### src/rtl/bram_port_arbiter.sv
`default_nettype none
// +--------------------------------------------------------------------+
// | Module   : bram_port_arbiter                                       |
// | Purpose  : Round-robin arbiter sharing one BRAM port among NREQ    |
// |            requesters; single-word reads/writes via req/gnt and    |
// |            read data returned tagged to the issuing requester.     |
// | Option   : define BRAM_ARB_LOCK_EN to add a per-requester lock     |
// |            input that lets a granted requester own the port.       |
// | Revision : 1.0 - initial release                                   |
// +--------------------------------------------------------------------+
module bram_port_arbiter #(
  parameter int NREQ   = 4,
  parameter int AW     = 10,
  parameter int DW     = 16,
  parameter int RD_LAT = 1
) (
  input  logic               clk,
  input  logic               rst_n,
  input  logic [NREQ-1:0]    req,
  input  logic [NREQ-1:0]    we,
  input  logic [NREQ*AW-1:0] addr,
  input  logic [NREQ*DW-1:0] wdata,
`ifdef BRAM_ARB_LOCK_EN
  input  logic [NREQ-1:0]    lock,
`endif
  output logic [NREQ-1:0]    gnt,
  output logic [NREQ-1:0]    rvalid,
  output logic [DW-1:0]      rdata,
  output logic               bram_wren,
  output logic               bram_rden,
  output logic [AW-1:0]      bram_addr,
  output logic [DW-1:0]      bram_din,
  input  logic [DW-1:0]      bram_dout
);

  localparam int              c_pw      = (NREQ > 1) ? $clog2(NREQ) : 1;
  // Pointer resets to the last index so requester 0 is searched first.
  localparam logic [c_pw-1:0] c_ptr_rst = c_pw'(NREQ - 1);

  logic [NREQ-1:0] r_gnt;
  logic            r_wren;
  logic            r_rden;
  logic [AW-1:0]   r_addr;
  logic [DW-1:0]   r_din;
  logic [c_pw-1:0] r_rr_ptr;
  logic [NREQ-1:0] r_rvalid;
  logic [DW-1:0]   r_rdata;
  // Read-owner tags: stage 0 aligns with bram_rden, stage RD_LAT with valid dout.
  logic [NREQ-1:0] r_tag [0:RD_LAT];

  logic [NREQ-1:0] w_elig;
  logic            w_found;
  logic [c_pw-1:0] w_winner;
  logic [NREQ-1:0] w_win_oh;
  logic            w_sel_we;
  logic [AW-1:0]   w_sel_addr;
  logic [DW-1:0]   w_sel_din;

  // Wrap an index in [0, 2*NREQ) back into [0, NREQ); works for any NREQ.
  function automatic int f_wrap(input int v);
    return (v >= NREQ) ? (v - NREQ) : v;
  endfunction

`ifdef BRAM_ARB_LOCK_EN
  logic            r_own_vld;
  logic [c_pw-1:0] r_own;
  logic            w_own_hold;
  logic [NREQ-1:0] w_own_oh;

  // Eligible set: pending requests not granted last cycle, narrowed to the owner while its lock holds.
  always_comb begin
    w_own_oh          = '0;
    w_own_oh[r_own]   = 1'b1;
    w_own_hold        = r_own_vld & lock[r_own];
    w_elig            = req & ~r_gnt;
    if (w_own_hold) begin
      w_elig = w_elig & w_own_oh;
    end
  end

  // Ownership starts on a grant with lock set and ends the first cycle the owner's lock is low.
  always_ff @(posedge clk or negedge rst_n) begin
    if (!rst_n) begin
      r_own_vld <= 1'b0;
      r_own     <= '0;
    end else if (w_found && lock[w_winner]) begin
      r_own_vld <= 1'b1;
      r_own     <= w_winner;
    end else if (r_own_vld && !lock[r_own]) begin
      r_own_vld <= 1'b0;
    end
  end
`else
  // Eligible set: pending requests not granted last cycle (requester still sees gnt).
  always_comb w_elig = req & ~r_gnt;
`endif

  // Round-robin search starting just after the last winner.
  always_comb begin
    w_found  = 1'b0;
    w_winner = r_rr_ptr;
    for (int k = 1; k <= NREQ; k++) begin
      if (!w_found && w_elig[f_wrap(int'(r_rr_ptr) + k)]) begin
        w_found  = 1'b1;
        w_winner = c_pw'(f_wrap(int'(r_rr_ptr) + k));
      end
    end
  end

  // Select the winner's command fields.
  always_comb begin
    w_win_oh           = '0;
    w_win_oh[w_winner] = w_found;
    w_sel_we           = we[w_winner];
    w_sel_addr         = addr[int'(w_winner)*AW +: AW];
    w_sel_din          = wdata[int'(w_winner)*DW +: DW];
  end

  // Register the issue to the BRAM port; address/data hold when idle.
  always_ff @(posedge clk or negedge rst_n) begin
    if (!rst_n) begin
      r_gnt    <= '0;
      r_wren   <= 1'b0;
      r_rden   <= 1'b0;
      r_addr   <= '0;
      r_din    <= '0;
      r_rr_ptr <= c_ptr_rst;
    end else begin
      r_gnt  <= w_win_oh;
      r_wren <= w_found & w_sel_we;
      r_rden <= w_found & ~w_sel_we;
      if (w_found) begin
        r_addr   <= w_sel_addr;
        r_din    <= w_sel_din;
        r_rr_ptr <= w_winner;
      end
    end
  end

  // Carry the read owner alongside the BRAM read latency.
  always_ff @(posedge clk or negedge rst_n) begin
    if (!rst_n) begin
      for (int s = 0; s <= RD_LAT; s++) begin
        r_tag[s] <= '0;
      end
    end else begin
      r_tag[0] <= w_sel_we ? '0 : w_win_oh;
      for (int s = 1; s <= RD_LAT; s++) begin
        r_tag[s] <= r_tag[s-1];
      end
    end
  end

  // Capture returning read data with its owner tag; rdata holds otherwise.
  always_ff @(posedge clk or negedge rst_n) begin
    if (!rst_n) begin
      r_rvalid <= '0;
      r_rdata  <= '0;
    end else begin
      r_rvalid <= r_tag[RD_LAT];
      if (|r_tag[RD_LAT]) begin
        r_rdata <= bram_dout;
      end
    end
  end

  assign gnt       = r_gnt;
  assign bram_wren = r_wren;
  assign bram_rden = r_rden;
  assign bram_addr = r_addr;
  assign bram_din  = r_din;
  assign rvalid    = r_rvalid;
  assign rdata     = r_rdata;

endmodule
`default_nettype wire

### config.mk
export PLATFORM = sky130hd
export DESIGN_NAME = bram_port_arbiter
export DESIGN_NICKNAME = d
export VERILOG_FILES = /design/src/rtl/bram_port_arbiter.sv
export SDC_FILE = /design/constraint.sdc
export NUM_CORES = 1
export LEC_CHECK = 0
export CORE_MARGIN = 3
export CORE_UTILIZATION = 40
export DETAILED_ROUTE_END_ITERATION = 12
export PLACE_DENSITY = 0.86
export SLEW_MARGIN = 10
export SYNTH_ARGS = -nofsm -noshare
export SYNTH_HDL_FRONTEND = slang
export SYNTH_SLANG_ARGS = --single-unit
### constraint.sdc
create_clock -name clk -period 3.89 [get_ports clk]
set_input_delay 0.5835 -clock clk [delete_from_list [all_inputs] [get_ports clk]]
set_output_delay 0.5835 -clock clk [all_outputs]
set_load 0.005 [all_outputs]
==> results of run 1 <==
[routing by layer]
metal,up-vias,GRT usage (%)
met2,149,38.8
met3,15,5.91
li1,1286,-
met4,0,8.92
met5,-,0
met1,1359,26.3
[Yosys cell counts, types with 2 or more instances]
master,count
nor2b_1,4
inv_1,5
a21oi_1,4
dfstp_2,2
mux2i_1,26
mux2_2,16
nand3_1,26
buf_2,7
dfrtp_1,60
buf_4,5
nand2b_1,5
nand2_1,2
a22oi_1,26
o211ai_1,27
clkbuf_1,5
nor2_1,3
[kinds of logic after synthesis]
logic type | synth area share [%]
mux | 15.0
flops | 53.0
simple gates | 9.82
buf+inv | 3.76
compound gates | 18.4
[metrics by stage]
step           setup WS (ns)  hold slack (ns)  util (%)  cells
3_5_place_dp            1.06            0.335      69.8    509
6_report                1.37            0.285      72.7    525
5_1_grt                 1.22            0.310      72.7    525
3_3_place_gp            1.10            0.334      69.8    509
4_1_cts                 1.40            0.296      72.7    525
2_1_floorplan           2.01            0.288         -    242
[sequential cells by signal, summed over array words and instances, names as in the netlist]
register / flops
rvalid: 4
bram_din: 16
rdata: 16
bram_wren: 1
r_tag: 8
bram_rden: 1
gnt: 4
r_rr_ptr: 2
bram_addr: 10
[report_power, final]
group | leakage, µW | switching [µW] | total (µW) | internal, µW
registers | 0.000763 | 186 | 1130 | 949
clock network | 0.0000879 | 255 | 551 | 296
logic | 0.00119 | 758 | 1800 | 1040
[worst max-delay path by stage]
stage	startpoint	end	slack, ns	cells after the start
2_1_floorplan	req[3]	bram_wren$_DFF_PN0_	2.01	5
3_3_place_gp	req[3]	bram_din[3]$_DFFE_PN0P_	1.10	6
3_5_place_dp	req[3]	bram_din[5]$_DFFE_PN0P_	1.06	6
4_1_cts	req[3]	bram_din[5]$_DFFE_PN0P_	1.40	6
5_1_grt	req[3]	bram_din[5]$_DFFE_PN0P_	1.22	6
6_report	req[3]	bram_din[5]$_DFFE_PN0P_	1.37	6
[final cells by class]
type	instances	area (µm²)
multi-input cells	158	1300
fillers	488	1900
repair buffers	188	1860
inverters	5	18.8
clock buffers	9	124
flip-flops and latches	62	1550
well taps	96	120
clock inverters	7	73.8
[critical path: stages]
cell and delay, ns:
clkdlybuf4s50_1 0.52, or3b_4 0.40, a221oi_4 0.28, a21o_1 0.47
buf_4 0.31, o211ai_1 0.13
==> metrics.cfg, run 1 <==
[synth]
async_reset_ff_share_pct=100
synth_largest_type_area_fraction_pct=51.2
synthesis.yosys.warnings=0
synth_cell_type_count=35
proportion_of_synthesized_chip_area_in_sequential_cells_pct=53.0
synth.net_count=372
synth-edff-count=0
avgSynthCellArea_um2=12.1
post_synthesis_cell_type_with_the_largest_combined_area=dfrtp_1
synth_area_um2=2930
syn-instance-count=242
ys_dominant_reg_cell=dfrtp_1
ys_top_cells_by_area=dfrtp_1 51%, mux2i_1 8.9%, o211ai_1 6.9%, a22oi_1 6.7%, mux2_2 6.1%
postSynthRegisterBits=62

[finish]
area_growth_syn_to_layout_pct=72.1
final_cell_mix=180 x clkdlybuf4s50_1, 60 x dfrtp_1, 27 x o211ai_1
final_common_cell=clkdlybuf4s50_1
post_layout_net_count=554
insertedDiodeCount=0
final_layout_size_suffix_gt1_share_pct=11.9
final_cell_area_um2=5050

[outcome]
run_status=complete, no violations

[timing]
fmax_mhz=398
timing.setup.tns_ns=0
layout_worst_path_cycle_share_pct=64.7
worst_slew_pin_slew_ns=0.956
setup_viol_count_final=0
grt_setup_unrepaired=no
layout_min_cycle_time_ns=2.52
timing_hold_violations_final=0
finalMaxSlewViolations=0
slew_headroom_pct=35.8
fin_worst_skew_ns=0.00661

[critical_path]
critPathArrivalTime_ns=2.71
criticalPathCategory=in -> reg
startpoint_type=primary input
required_ns=4.09
regToRegSetupSlack_ns=1.70
cp-end-kind=register
worstPathMaxFanout=16
worstReg2RegStart=r_rr_ptr[1]$_DFFE_PN1P_
r2r.worst_path.cells=6
timing.rr.end=bram_din[8]$_DFFE_PN0P_

[global_route]
wire_length_of_the_first_global_routing_pass_mm=14.8
number_of_global_route_vias_before_repair=3009
grt_max_degree=33
antenna_found_initial=0
global_route.overflow_total=0
grt_usage_pct=22.4

[floorplanning]
die_area_um2=8390
die_width_um=91.6
pin_count=182
placeableCoreArea_um2=6940
rows=30
floorplan.initialDensity_pct=42.2
die_height_um=91.6

[place]
io_port_bufs=181
place_area_um2=4850
finalWeightedCongestion=0.759
place.detailed.hpwl_mm=6.92

[route]
detailroute.wirelength.met3_um=690
drc=0
sum_of_met2_wire_segment_lengths_after_detailed_routing_mm=4.73
routed_wire_length_per_instance_um=17.3
highest-signal-layer=met4
totalWireLength_mm=9.10
route.antenna.remaining_nets=0
vias_per_cell=5.35
first_iter_violations=113
routedLengthMet1_mm=3.51
route.vias.total=2809
drt_pre_antenna_iters=4

[flow_run]
maxCapViolCount=0

[clocking]
postCtsHoldBufs=0
clock_sinks=62
cts_resized=0
tritoncts.num_buffers=9
postCtsSetupBuffers=0
cts_htree_levels=3
clkSlewWorstSetupHoldPaths_ns=0.07
worst_skew_pair.late_latency_ns=0.33
clock_tree.buffer_depth=2
cts_tree=yes
clk_root_buffer_cell=clkbuf_8

[pwr]
ir_worst_vdd_mv=0.352
power.total_uw=3490
pwr_density_cell_nw_per_um2=691
cellLeakagePower_uw=0.00204

[hold_path]
timing.hold.worst.class=in -> async

(Power assumes the default switching activity.)
==> inputs of run 2 (changes only) <==
Settings changed: CORE_UTILIZATION 40 to 33, PLACE_DENSITY 0.86 to 0.76.
Clock period 3.89 ns to 2.3 ns, I/O delays scaled along.
==> run 2 against run 1 <==
Clock power up 110%. Worst setup slack got worse by 1.0 ns. Core utilization shrank 11 points. Clock skew increased by 0.0073 ns. Largest cell class unchanged.
==> metrics.cfg, run 2 (synthesis gave the netlist of run 1 again) <==
[timing]
finalMaxSlewViolations=0  ; unchanged
fmax_mhz=515
grt_setup_unrepaired=no
layout_worst_path_cycle_share_pct=84.5
holdWs_ns=0.0290  ; -0.256 ns
fin_worst_skew_ns=0.0139  ; +0.00731 ns
timing_hold_violations_final=0  ; unchanged
setup_viol_count_final=0  ; unchanged
slew_headroom_pct=46.2  ; +10 points
layout_min_cycle_time_ns=1.94
worst_slew_pin_slew_ns=0.807  ; -0.148 ns

[finish]
post_layout_net_count=562  ; +1.4%
final_cell_area_um2=5220  ; +3.3%
final_common_cell=clkdlybuf4s50_1
finish.utilization_pct=61.9  ; -11 points
final_cell_mix=180 x clkdlybuf4s50_1, 60 x dfrtp_1, 27 x o211ai_1
final_layout_size_suffix_gt1_share_pct=13.3  ; +1.4 points
area_growth_syn_to_layout_pct=77.9
insertedDiodeCount=0  ; unchanged
nFillCells=684  ; +40%

[floorplanning]
placeableCoreArea_um2=8420  ; +21%
pin_count=182  ; unchanged
die_height_um=100  ; +9.4%
floorplan.initialDensity_pct=34.8  ; -7.4 points
die_area_um2=10100  ; +20%
rows=33  ; +10%
die_width_um=100  ; +9.4%

[clocking]
worst_skew_pair.late_latency_ns=0.34  ; about the same
clkSlewWorstSetupHoldPaths_ns=0.07  ; about the same
clk_root_buffer_cell=clkbuf_8
clock_sinks=62  ; unchanged
clock_tree.buffer_depth=2  ; unchanged
cts_tree=yes
cts_htree_levels=3  ; unchanged
postCtsHoldBufs=0  ; unchanged
tritoncts.num_buffers=9  ; unchanged

[hold_path]
timing.hold.worst.class=in -> async

[critical_path]
critPathArrivalTime_ns=2.18  ; -0.53 ns
startpoint_type=primary input
required_ns=2.53  ; -1.56 ns
endpoint=bram_wren$_DFF_PN0_
r2r.worst_path.cells=5  ; -1
timing.rr.end=bram_addr[9]$_DFFE_PN0P_
cp_cell_sequence=clkdlybuf4s50_1 > or3b_4 > a221oi_4 > nor2_1 > a211o_1 > and3b_1
criticalPathCategory=in -> reg
cp-end-kind=register
worstReg2RegStart=r_rr_ptr[0]$_DFFE_PN1P_
worstPathMaxFanout=4  ; -12
cpPeakStageDelay_ns=0.51  ; about the same
regToRegSetupSlack_ns=0.38  ; -1.32 ns
critPathSlowestCell=clkdlybuf4s50_1
startpoint=req[3]

[pwr]
power.share.sequential_pct=30.5  ; -2.0 points
cellLeakagePower_uw=0.00212  ; +4.0%
pwr_density_cell_nw_per_um2=1210  ; +75%
intPower_uw=4240  ; +85%
power.total_uw=6320  ; +81%
netSwitchingFraction_pct=32.9  ; -1.5 points
ir_worst_vdd_mv=0.460  ; +31%
clock_power_share_pct=18.1  ; +2.3 points
share_of_total_power_in_combinational_logic_pct=51.4  ; -0.3 points
power_switching_uw=2080  ; +74%

[global_route]
wire_length_of_the_first_global_routing_pass_mm=14.9  ; +0.70%
grt_usage_pct=19.2  ; -3.2 points
grt_max_degree=36  ; +9.1%
global_route.overflow_total=0  ; unchanged
number_of_global_route_vias_before_repair=3037  ; +0.93%
antenna_found_initial=0  ; unchanged

[place]
place_area_um2=4970  ; +2.5%
place.detailed.hpwl_mm=7.23  ; +4.5%
finalWeightedCongestion=0.786  ; +3.5%
io_port_bufs=181  ; unchanged

[route]
drt_pre_antenna_iters=4  ; unchanged
totalWireLength_mm=9.40  ; +3.3%
first_iter_violations=71  ; -37%
routed_wire_length_per_instance_um=17.3  ; about the same
drc=0  ; unchanged
route.vias.total=2815  ; +0.21%
vias_per_cell=5.19  ; -2.9%
route.antenna.remaining_nets=0  ; unchanged

[outcome]
run_status=complete, no violations

[flow_run]
maxCapViolCount=0  ; unchanged

[run 2: through the flow]
| step | setup TNS, ns | setup slack [ns] | instances |
|---|---|---|---|
| 4_1_cts | 0 | 0.0569 | 542 |
| 3_3_place_gp | -0.793 | -0.0552 | 526 |
| 2_1_floorplan | 0 | 0.472 | 242 |
| 3_5_place_dp | -2.98 | -0.159 | 526 |
| 6_report | 0 | 0.356 | 542 |
| 5_1_grt | 0 | 0.217 | 542 |
[run 2: per-layer routing]
layer	global-route usage, %	wire, µm	up-vias
met3	6.39	1000	11
met5	0	0	-
li1	-	-	1299
met4	7.88	140	0
met2	32.5	4730	151
met1	22.3	3530	1354
[run 2: worst min-delay path by stage]
stage                                   from                       end  slack (ns)
final                                  rst_n      rdata[3]$_DFFE_PN0P_        0.03
after global routing                   rst_n      rdata[3]$_DFFE_PN0P_        0.08
after CTS                              rst_n      rdata[3]$_DFFE_PN0P_        0.04
after detailed placement  r_tag[7]$_DFF_PN0_        r_tag[3]$_DFF_PN0_        0.34
after global placement    r_tag[5]$_DFF_PN0_        r_tag[1]$_DFF_PN0_        0.33
after floorplan                        rst_n  bram_addr[0]$_DFFE_PN0P_        0.05
[run 2: cell type report]
cell class	instances	area, µm²	share of cell area, %
Multi-Input combinational cell	158	1300	25.0
Timing Repair Buffer	196	1970	37.8
Clock buffer	10	128	2.45
Clock inverter	6	110	2.11
Tap cell	105	131	2.52
Sequential cell	62	1550	29.8
Inverter	5	18.8	0.360
[run 2: critical path, delay by kind of cell]
kind,cells,cell delay (ns)
buf+inv,1,0.51
simple gates,3,0.70
compound gates,2,0.61
[run 2: power by group through the flow]
stage / Sequential [µW] / Clock [µW] / Combinational, µW
floorplan: 1890 / 0 / 1600
global route: 2000 / 1220 / 3520
finish: 1930 / 1140 / 3250
detailed placement: 1930 / 0 / 3280
global placement: 1920 / 0 / 3200
CTS: 1930 / 1170 / 3290
[run 2: what timing repair did]
action | CTS | global route
setup buffers | 0 | 0
resized for setup | 0 | 1
endpoints found under the setup margin | 0 | 27
